`config.mk`:
```
export PLATFORM = sky130hd
export DESIGN_NAME = conv33_sched_flat
export DESIGN_NICKNAME = d
export VERILOG_FILES = /design/src/rtl/conv33_sched_if.sv /design/src/rtl/conv33_sched.sv /design/src/flat_wrapper.sv
export SDC_FILE = /design/constraint.sdc
export NUM_CORES = 1
export LEC_CHECK = 0
export CAP_MARGIN = 20
export CORE_MARGIN = 2
export CORE_UTILIZATION = 63
export DETAILED_ROUTE_END_ITERATION = 8
export DONT_BUFFER_PORTS = 1
export HOLD_SLACK_MARGIN = 0.05
export PLACE_DENSITY = 0.78
export SLEW_MARGIN = 20
export SYNTH_ARGS = -nofsm -noshare
export SYNTH_HDL_FRONTEND = slang
export SYNTH_SLANG_ARGS = --single-unit
```
`constraint.sdc`:
```
create_clock -name clk -period 2.7 [get_ports clk]
set_input_delay 0.54 -clock clk [delete_from_list [all_inputs] [get_ports clk]]
set_output_delay 0.54 -clock clk [all_outputs]
set_load 0.05 [all_outputs]
```
`src/rtl/conv33_sched_if.sv`:
```
// Handshake bundle between the layer controller / conv33 core and conv33_sched.
// master drives start/abort/conv_done; slave (the scheduler) drives the rest.
interface conv33_sched_if #(
  parameter int unsigned CNT_WIDTH = 8
);
  logic                 start;
  logic                 abort;
  logic                 done;
  logic                 busy;
  logic                 conv_start;
  logic                 conv_done;
  logic [CNT_WIDTH-1:0] win_row;
  logic [CNT_WIDTH-1:0] win_col;
  logic [CNT_WIDTH-1:0] ch_idx;
  logic                 ch_first;
  logic [31:0]          perf_cycles;

  modport master (
    output start, abort, conv_done,
    input  done, busy, conv_start, win_row, win_col, ch_idx, ch_first, perf_cycles
  );

  modport slave (
    input  start, abort, conv_done,
    output done, busy, conv_start, win_row, win_col, ch_idx, ch_first, perf_cycles
  );
endinterface

```
`src/rtl/conv33_sched.sv`:
```
// Walks a 3x3 stride-1 window over an IMG_H x IMG_W map for NUM_CH kernels, one conv33 job each.
// Optional busy-cycle counter on perf_cycles enabled by CONV33_SCHED_PERF_EN.
module conv33_sched #(
  parameter int unsigned IMG_W     = 28,
  parameter int unsigned IMG_H     = 28,
  parameter int unsigned NUM_CH    = 4,
  parameter int unsigned CNT_WIDTH = 8
) (
  input  logic            clk,
  input  logic            rst,
  conv33_sched_if.slave   bus
);

  localparam logic [CNT_WIDTH-1:0] ColLast = CNT_WIDTH'(IMG_W - 3);
  localparam logic [CNT_WIDTH-1:0] RowLast = CNT_WIDTH'(IMG_H - 3);
  localparam logic [CNT_WIDTH-1:0] ChLast  = CNT_WIDTH'(NUM_CH - 1);
  localparam logic [CNT_WIDTH-1:0] CntOne  = CNT_WIDTH'(1);

  typedef enum logic [2:0] {StIdle, StIssue, StWait, StAdvance, StFinish} state_e;

  state_e               state_q, state_d;
  logic [CNT_WIDTH-1:0] row_q, row_d, col_q, col_d, ch_q, ch_d;
  logic                 done_q, done_d, busy_q, busy_d;
  logic                 cs_q, cs_d, first_q, first_d;

  always_comb begin
    state_d = state_q;
    row_d   = row_q;
    col_d   = col_q;
    ch_d    = ch_q;
    unique case (state_q)
      StIdle: begin
        if (bus.start && !bus.abort) begin
          state_d = StIssue;
          row_d   = '0;
          col_d   = '0;
          ch_d    = '0;
        end
      end
      StIssue: state_d = StWait;
      StWait:  if (bus.conv_done) state_d = StAdvance;
      StAdvance: begin
        state_d = StIssue;
        if (col_q < ColLast) begin
          col_d = col_q + CntOne;
        end else begin
          col_d = '0;
          if (row_q < RowLast) begin
            row_d = row_q + CntOne;
          end else begin
            row_d = '0;
            if (ch_q < ChLast) ch_d = ch_q + CntOne;
            else               state_d = StFinish;
          end
        end
      end
      StFinish: state_d = StIdle;
      default:  state_d = StIdle;
    endcase
    // Abort overrides every transition out of a busy state.
    if (state_q != StIdle && bus.abort) begin
      state_d = StIdle;
      row_d   = '0;
      col_d   = '0;
      ch_d    = '0;
    end
    busy_d  = (state_d != StIdle);
    cs_d    = (state_d == StIssue);
    done_d  = (state_d == StFinish);
    first_d = busy_d && (row_d == '0) && (col_d == '0);
  end

  // Outputs are registered alongside the state so nothing is combinational from inputs.
  always_ff @(posedge clk or posedge rst) begin
    if (rst) begin
      state_q <= StIdle;
      row_q   <= '0;
      col_q   <= '0;
      ch_q    <= '0;
      done_q  <= 1'b0;
      busy_q  <= 1'b0;
      cs_q    <= 1'b0;
      first_q <= 1'b0;
    end else begin
      state_q <= state_d;
      row_q   <= row_d;
      col_q   <= col_d;
      ch_q    <= ch_d;
      done_q  <= done_d;
      busy_q  <= busy_d;
      cs_q    <= cs_d;
      first_q <= first_d;
    end
  end

  assign bus.done       = done_q;
  assign bus.busy       = busy_q;
  assign bus.conv_start = cs_q;
  assign bus.win_row    = row_q;
  assign bus.win_col    = col_q;
  assign bus.ch_idx     = ch_q;
  assign bus.ch_first   = first_q;

`ifdef CONV33_SCHED_PERF_EN
  logic [31:0] perf_q, perf_d;

  always_comb begin
    perf_d = perf_q;
    if (state_q == StIdle) begin
      if (bus.start && !bus.abort) perf_d = '0;
    end else if (perf_q != 32'hFFFF_FFFF) begin
      perf_d = perf_q + 32'd1;
    end
  end

  always_ff @(posedge clk or posedge rst) begin
    if (rst) perf_q <= '0;
    else     perf_q <= perf_d;
  end

  assign bus.perf_cycles = perf_q;
`else
  assign bus.perf_cycles = '0;
`endif

endmodule

```
`src/flat_wrapper.sv`:
```
// flat-port wrapper written by rule: the top's interface ports become plain ports
module conv33_sched_flat 
#(
  parameter int unsigned IMG_W     = 28,
  parameter int unsigned IMG_H     = 28,
  parameter int unsigned NUM_CH    = 4,
  parameter int unsigned CNT_WIDTH = 8
)
  (clk, rst, bus_start, bus_abort, bus_conv_done, bus_done, bus_busy, bus_conv_start, bus_win_row, bus_win_col, bus_ch_idx, bus_ch_first, bus_perf_cycles);
  conv33_sched_if #(.CNT_WIDTH(CNT_WIDTH)) bus_i ();
  input  logic clk;
  input  logic rst;
  input wire logic [$bits(bus_i.start)-1:0] bus_start;
  input wire logic [$bits(bus_i.abort)-1:0] bus_abort;
  input wire logic [$bits(bus_i.conv_done)-1:0] bus_conv_done;
  output wire logic [$bits(bus_i.done)-1:0] bus_done;
  output wire logic [$bits(bus_i.busy)-1:0] bus_busy;
  output wire logic [$bits(bus_i.conv_start)-1:0] bus_conv_start;
  output wire logic [$bits(bus_i.win_row)-1:0] bus_win_row;
  output wire logic [$bits(bus_i.win_col)-1:0] bus_win_col;
  output wire logic [$bits(bus_i.ch_idx)-1:0] bus_ch_idx;
  output wire logic [$bits(bus_i.ch_first)-1:0] bus_ch_first;
  output wire logic [$bits(bus_i.perf_cycles)-1:0] bus_perf_cycles;
  assign bus_i.start = bus_start;
  assign bus_i.abort = bus_abort;
  assign bus_i.conv_done = bus_conv_done;
  assign bus_done = bus_i.done;
  assign bus_busy = bus_i.busy;
  assign bus_conv_start = bus_i.conv_start;
  assign bus_win_row = bus_i.win_row;
  assign bus_win_col = bus_i.win_col;
  assign bus_ch_idx = bus_i.ch_idx;
  assign bus_ch_first = bus_i.ch_first;
  assign bus_perf_cycles = bus_i.perf_cycles;
  conv33_sched #(.IMG_W(IMG_W), .IMG_H(IMG_H), .NUM_CH(NUM_CH), .CNT_WIDTH(CNT_WIDTH)) u_core (.clk(clk), .rst(rst), .bus(bus_i));
endmodule
```
==> flow_metrics.py <==
metrics = {
    "status": {
        "status": "finished, violations left",
        "violations": "DRC",
    },
    "cts": {
        "post_cts_buffers": 0,
        "ctsHoldBuffers": 0,
        "clock_latency_ps": 340,
        "root_buffer": "clkbuf_4",
        "postCtsResizedCells": 0,
        "numCtsBuffers": 5,
        "cts.sinks": 31,
        "clk_pin_slew_worst_paths_ps": 100,
        "cts_tree": "yes",
        "cts_max_path_buffers": 2,
        "htree_levels": 2,
    },
    "detailed_routing": {
        "dr.pass1.iters": 6,
        "drt_iter0_markers": 63,
        "wl_um": 3960,
        "postRouteAntennaNets": 0,
        "vias": 1446,
        "vias_per_cell": 5.831,
        "drc": 7,
        "wl_per_cell_um": 15.97,
    },
    "placement": {
        "gp_congestion": 1.010,
        "portBuffers": 0,
        "dpl.hpwl_um": 3079,
    },
    "finish": {
        "syn_to_final_growth_pct": 6.254,
        "fin_nets": 226,
        "regArea_um2": 775.7,
        "n_fill_cell": 214,
        "drive_above_1_share_pct": 16.59,
        "multiInputGateArea_um2": 924.6,
        "finish.utilization_pct": 71.99,
        "diodes": 0,
        "final_common_cell": "conb_1",
        "final_cell_mix": "conb_1 (32), dfrtp_1 (31), buf_4 (21), inv_1 (11)",
    },
    "die": {
        "floorplan.initialDensity_pct": 67.75,
        "die_x_um": 58.93,
        "die-area_um2": 3472,
        "core-area_um2": 2805,
        "num_rows": 19,
        "io_pins": 65,
        "die_h_um": 58.93,
    },
    "synth": {
        "synth_cells": 195,
        "ys.flop_type": "dfrtp_1",
        "synth_cell_types": 51,
        "synth_area_um2": 1901,
        "ys_seq_elements": 31,
        "synth_area_per_cell_um2": 9.747,
        "ys_seq_area_share_pct": 40.82,
        "synth-edff-count": 0,
        "synthArstFlopShare_pct": 100.0,
        "yosysTopAreaCell": "dfrtp_1",
        "yosys-top-cells-area": "dfrtp_1 (41%), buf_4 (13%), ha_1 (3.3%)",
        "synth_top_cell_area_share_pct": 40.82,
        "yosys_warnings": 0,
    },
    "sta": {
        "finalCritPeriodShare_pct": 92.32,
        "finClkSkew_ps": 5.482,
        "hold_viol": 0,
        "tightestPinTransition_ps": 839.7,
        "fmax_ghz": 0.4012,
        "min_period_ps": 2493,
        "slew_headroom_pct": 43.54,
        "drv_slew": 0,
        "fin_tns_setup_ps": 0,
        "rsz0062_at_grt": "no",
        "finalSetupViolCount": 0,
    },
    "setup_path": {
        "crit_path_end_kind": "flip-flop",
        "critical_path_arrival_ps": 2760,
        "startpoint_type": "flip-flop",
        "path_class": "reg -> reg",
        "rr_worst_depth": 6,
        "crit_fanout": 10,
        "worst-endpoint-required_ps": 2970,
    },
    "power_and_ir_drop": {
        "power_leakage_uw": 0.001098,
        "powerDensity_nw_per_um2": 557.1,
        "irDropWorstVdd_mv": 0.5157,
    },
    "global_route": {
        "grt-ovfl-total": 0,
        "grt_pass1_wl_um": 6499,
        "grt_antenna_before_repair": 0,
        "grt_use_total_pct": 25.13,
        "grt_max_degree": 19,
        "grt_pass1_vias": 1396,
    },
    "worst_hold_path": {
        "hold_path_class": "in -> async",
    },
    "flow_run": {
        "maxCapViolCount": 0,
    },
}
==> power breakdown <==
group | internal (uW) | switching, uW
Clock | 195 | 169
Combinational | 51.6 | 184
Sequential | 478 | 47.8
==> stage by stage <==
stage	total power, uW	area, um2	std cells	setup slack (ps)	hold slack, ps
6_report	1125	2019	248	207.2	123.3
2_1_floorplan	773.7	2017	226	68.09	643.5
3_5_place_dp	767.5	1938	240	232.2	504.1
4_1_cts	1132	2019	248	234.6	121.7
5_1_grt	1163	2019	248	115.4	159.2
3_3_place_gp	763.0	1938	240	296.0	507.1
==> critical path: stages (launching register included) <==
cell      delay (ps)
dfrtp_1          500
or4b_4           590
a21oi_4          240
nand2_1          160
o32a_1           320
a2111o_1         430
nor3_2           180
==> metal layers <==
metal / global-route usage (%) / part of all wire [%] / vias to the layer above
met4: 9.416 / 2.6 / 0
met3: 9.011 / 9.8 / 13
li1: - / - / 672
met2: 39.05 / 47 / 76
met5: 0 / 0 / -
met1: 32.28 / 41 / 685
==> cells by family after synthesis <==
logic type / Yosys count / synth area share [%]
AOI/OAI and AO/OA: 36 / 14.68
other: 1 / 0.1973
muxes: 5 / 2.633
adders and majority gates: 5 / 3.292
DFF: 31 / 40.82
and+or+nand+nor: 67 / 21.26
xor gates and xnor gates: 1 / 0.4609
buffers and inverters: 49 / 16.66
==> state kept, by name, indices dropped and copies added, names as in the netlist <==
name / flops
u_core.bus.win_col: 8
u_core.bus.ch_first: 1
u_core.bus.conv_start: 1
u_core.state_q: 3
u_core.bus.done: 1
u_core.bus.busy: 1
u_core.bus.ch_idx: 8
u_core.bus.win_row: 8
==> cells in the mapped netlist (2+ instances only) <==
| master | count |
|---|---|
| and3_1 | 6 |
| buf_4 | 32 |
| o21ai_1 | 3 |
| o31ai_1 | 2 |
| or3_1 | 2 |
| or4_1 | 2 |
| nand2b_1 | 2 |
| a21oi_1 | 7 |
| nand3_1 | 4 |
| nor3_2 | 2 |
| o21ai_0 | 4 |
| mux2i_1 | 5 |
| nor4_1 | 2 |
| o21a_1 | 3 |
| a22o_1 | 2 |
| nor2_1 | 8 |
| a32o_1 | 3 |
| dfrtp_1 | 31 |
| buf_2 | 4 |
| nand3b_1 | 3 |
| a211o_1 | 2 |
| nor3_1 | 6 |
| nand2_1 | 9 |
| and2b_1 | 2 |
| nor2b_1 | 9 |
| inv_1 | 11 |
| ha_1 | 5 |
==> final timing paths <==
path,start,to,slack [ps]
max reg2reg,u_core.state_q[1]$_DFF_PP0_,u_core.bus.ch_first$_DFF_PP0_,210
min,rst,u_core.state_q[0]$_DFF_PP0_,120
max in group asynchronous,rst,u_core.bus.win_col[7]$_DFF_PP0_,1940
min in group clk,bus_abort,u_core.state_q[1]$_DFF_PP0_,290
max,u_core.state_q[1]$_DFF_PP0_,u_core.bus.ch_first$_DFF_PP0_,210
min reg2reg,u_core.bus.win_row[1]$_DFF_PP0_,u_core.bus.win_row[1]$_DFF_PP0_,660
==> layout make-up <==
| cell class | count | share of cell area [%] |
|---|---|---|
| clock buffers | 5 | 1.859 |
| clock inverters | 3 | 2.169 |
| inverters | 11 | 2.045 |
| multi-input cells | 146 | 45.79 |
| flip-flops and latches | 31 | 38.41 |
| well taps | 31 | 1.921 |
| repair buffers | 21 | 7.807 |
No activity file was read; power rests on OpenSTA's default activity.
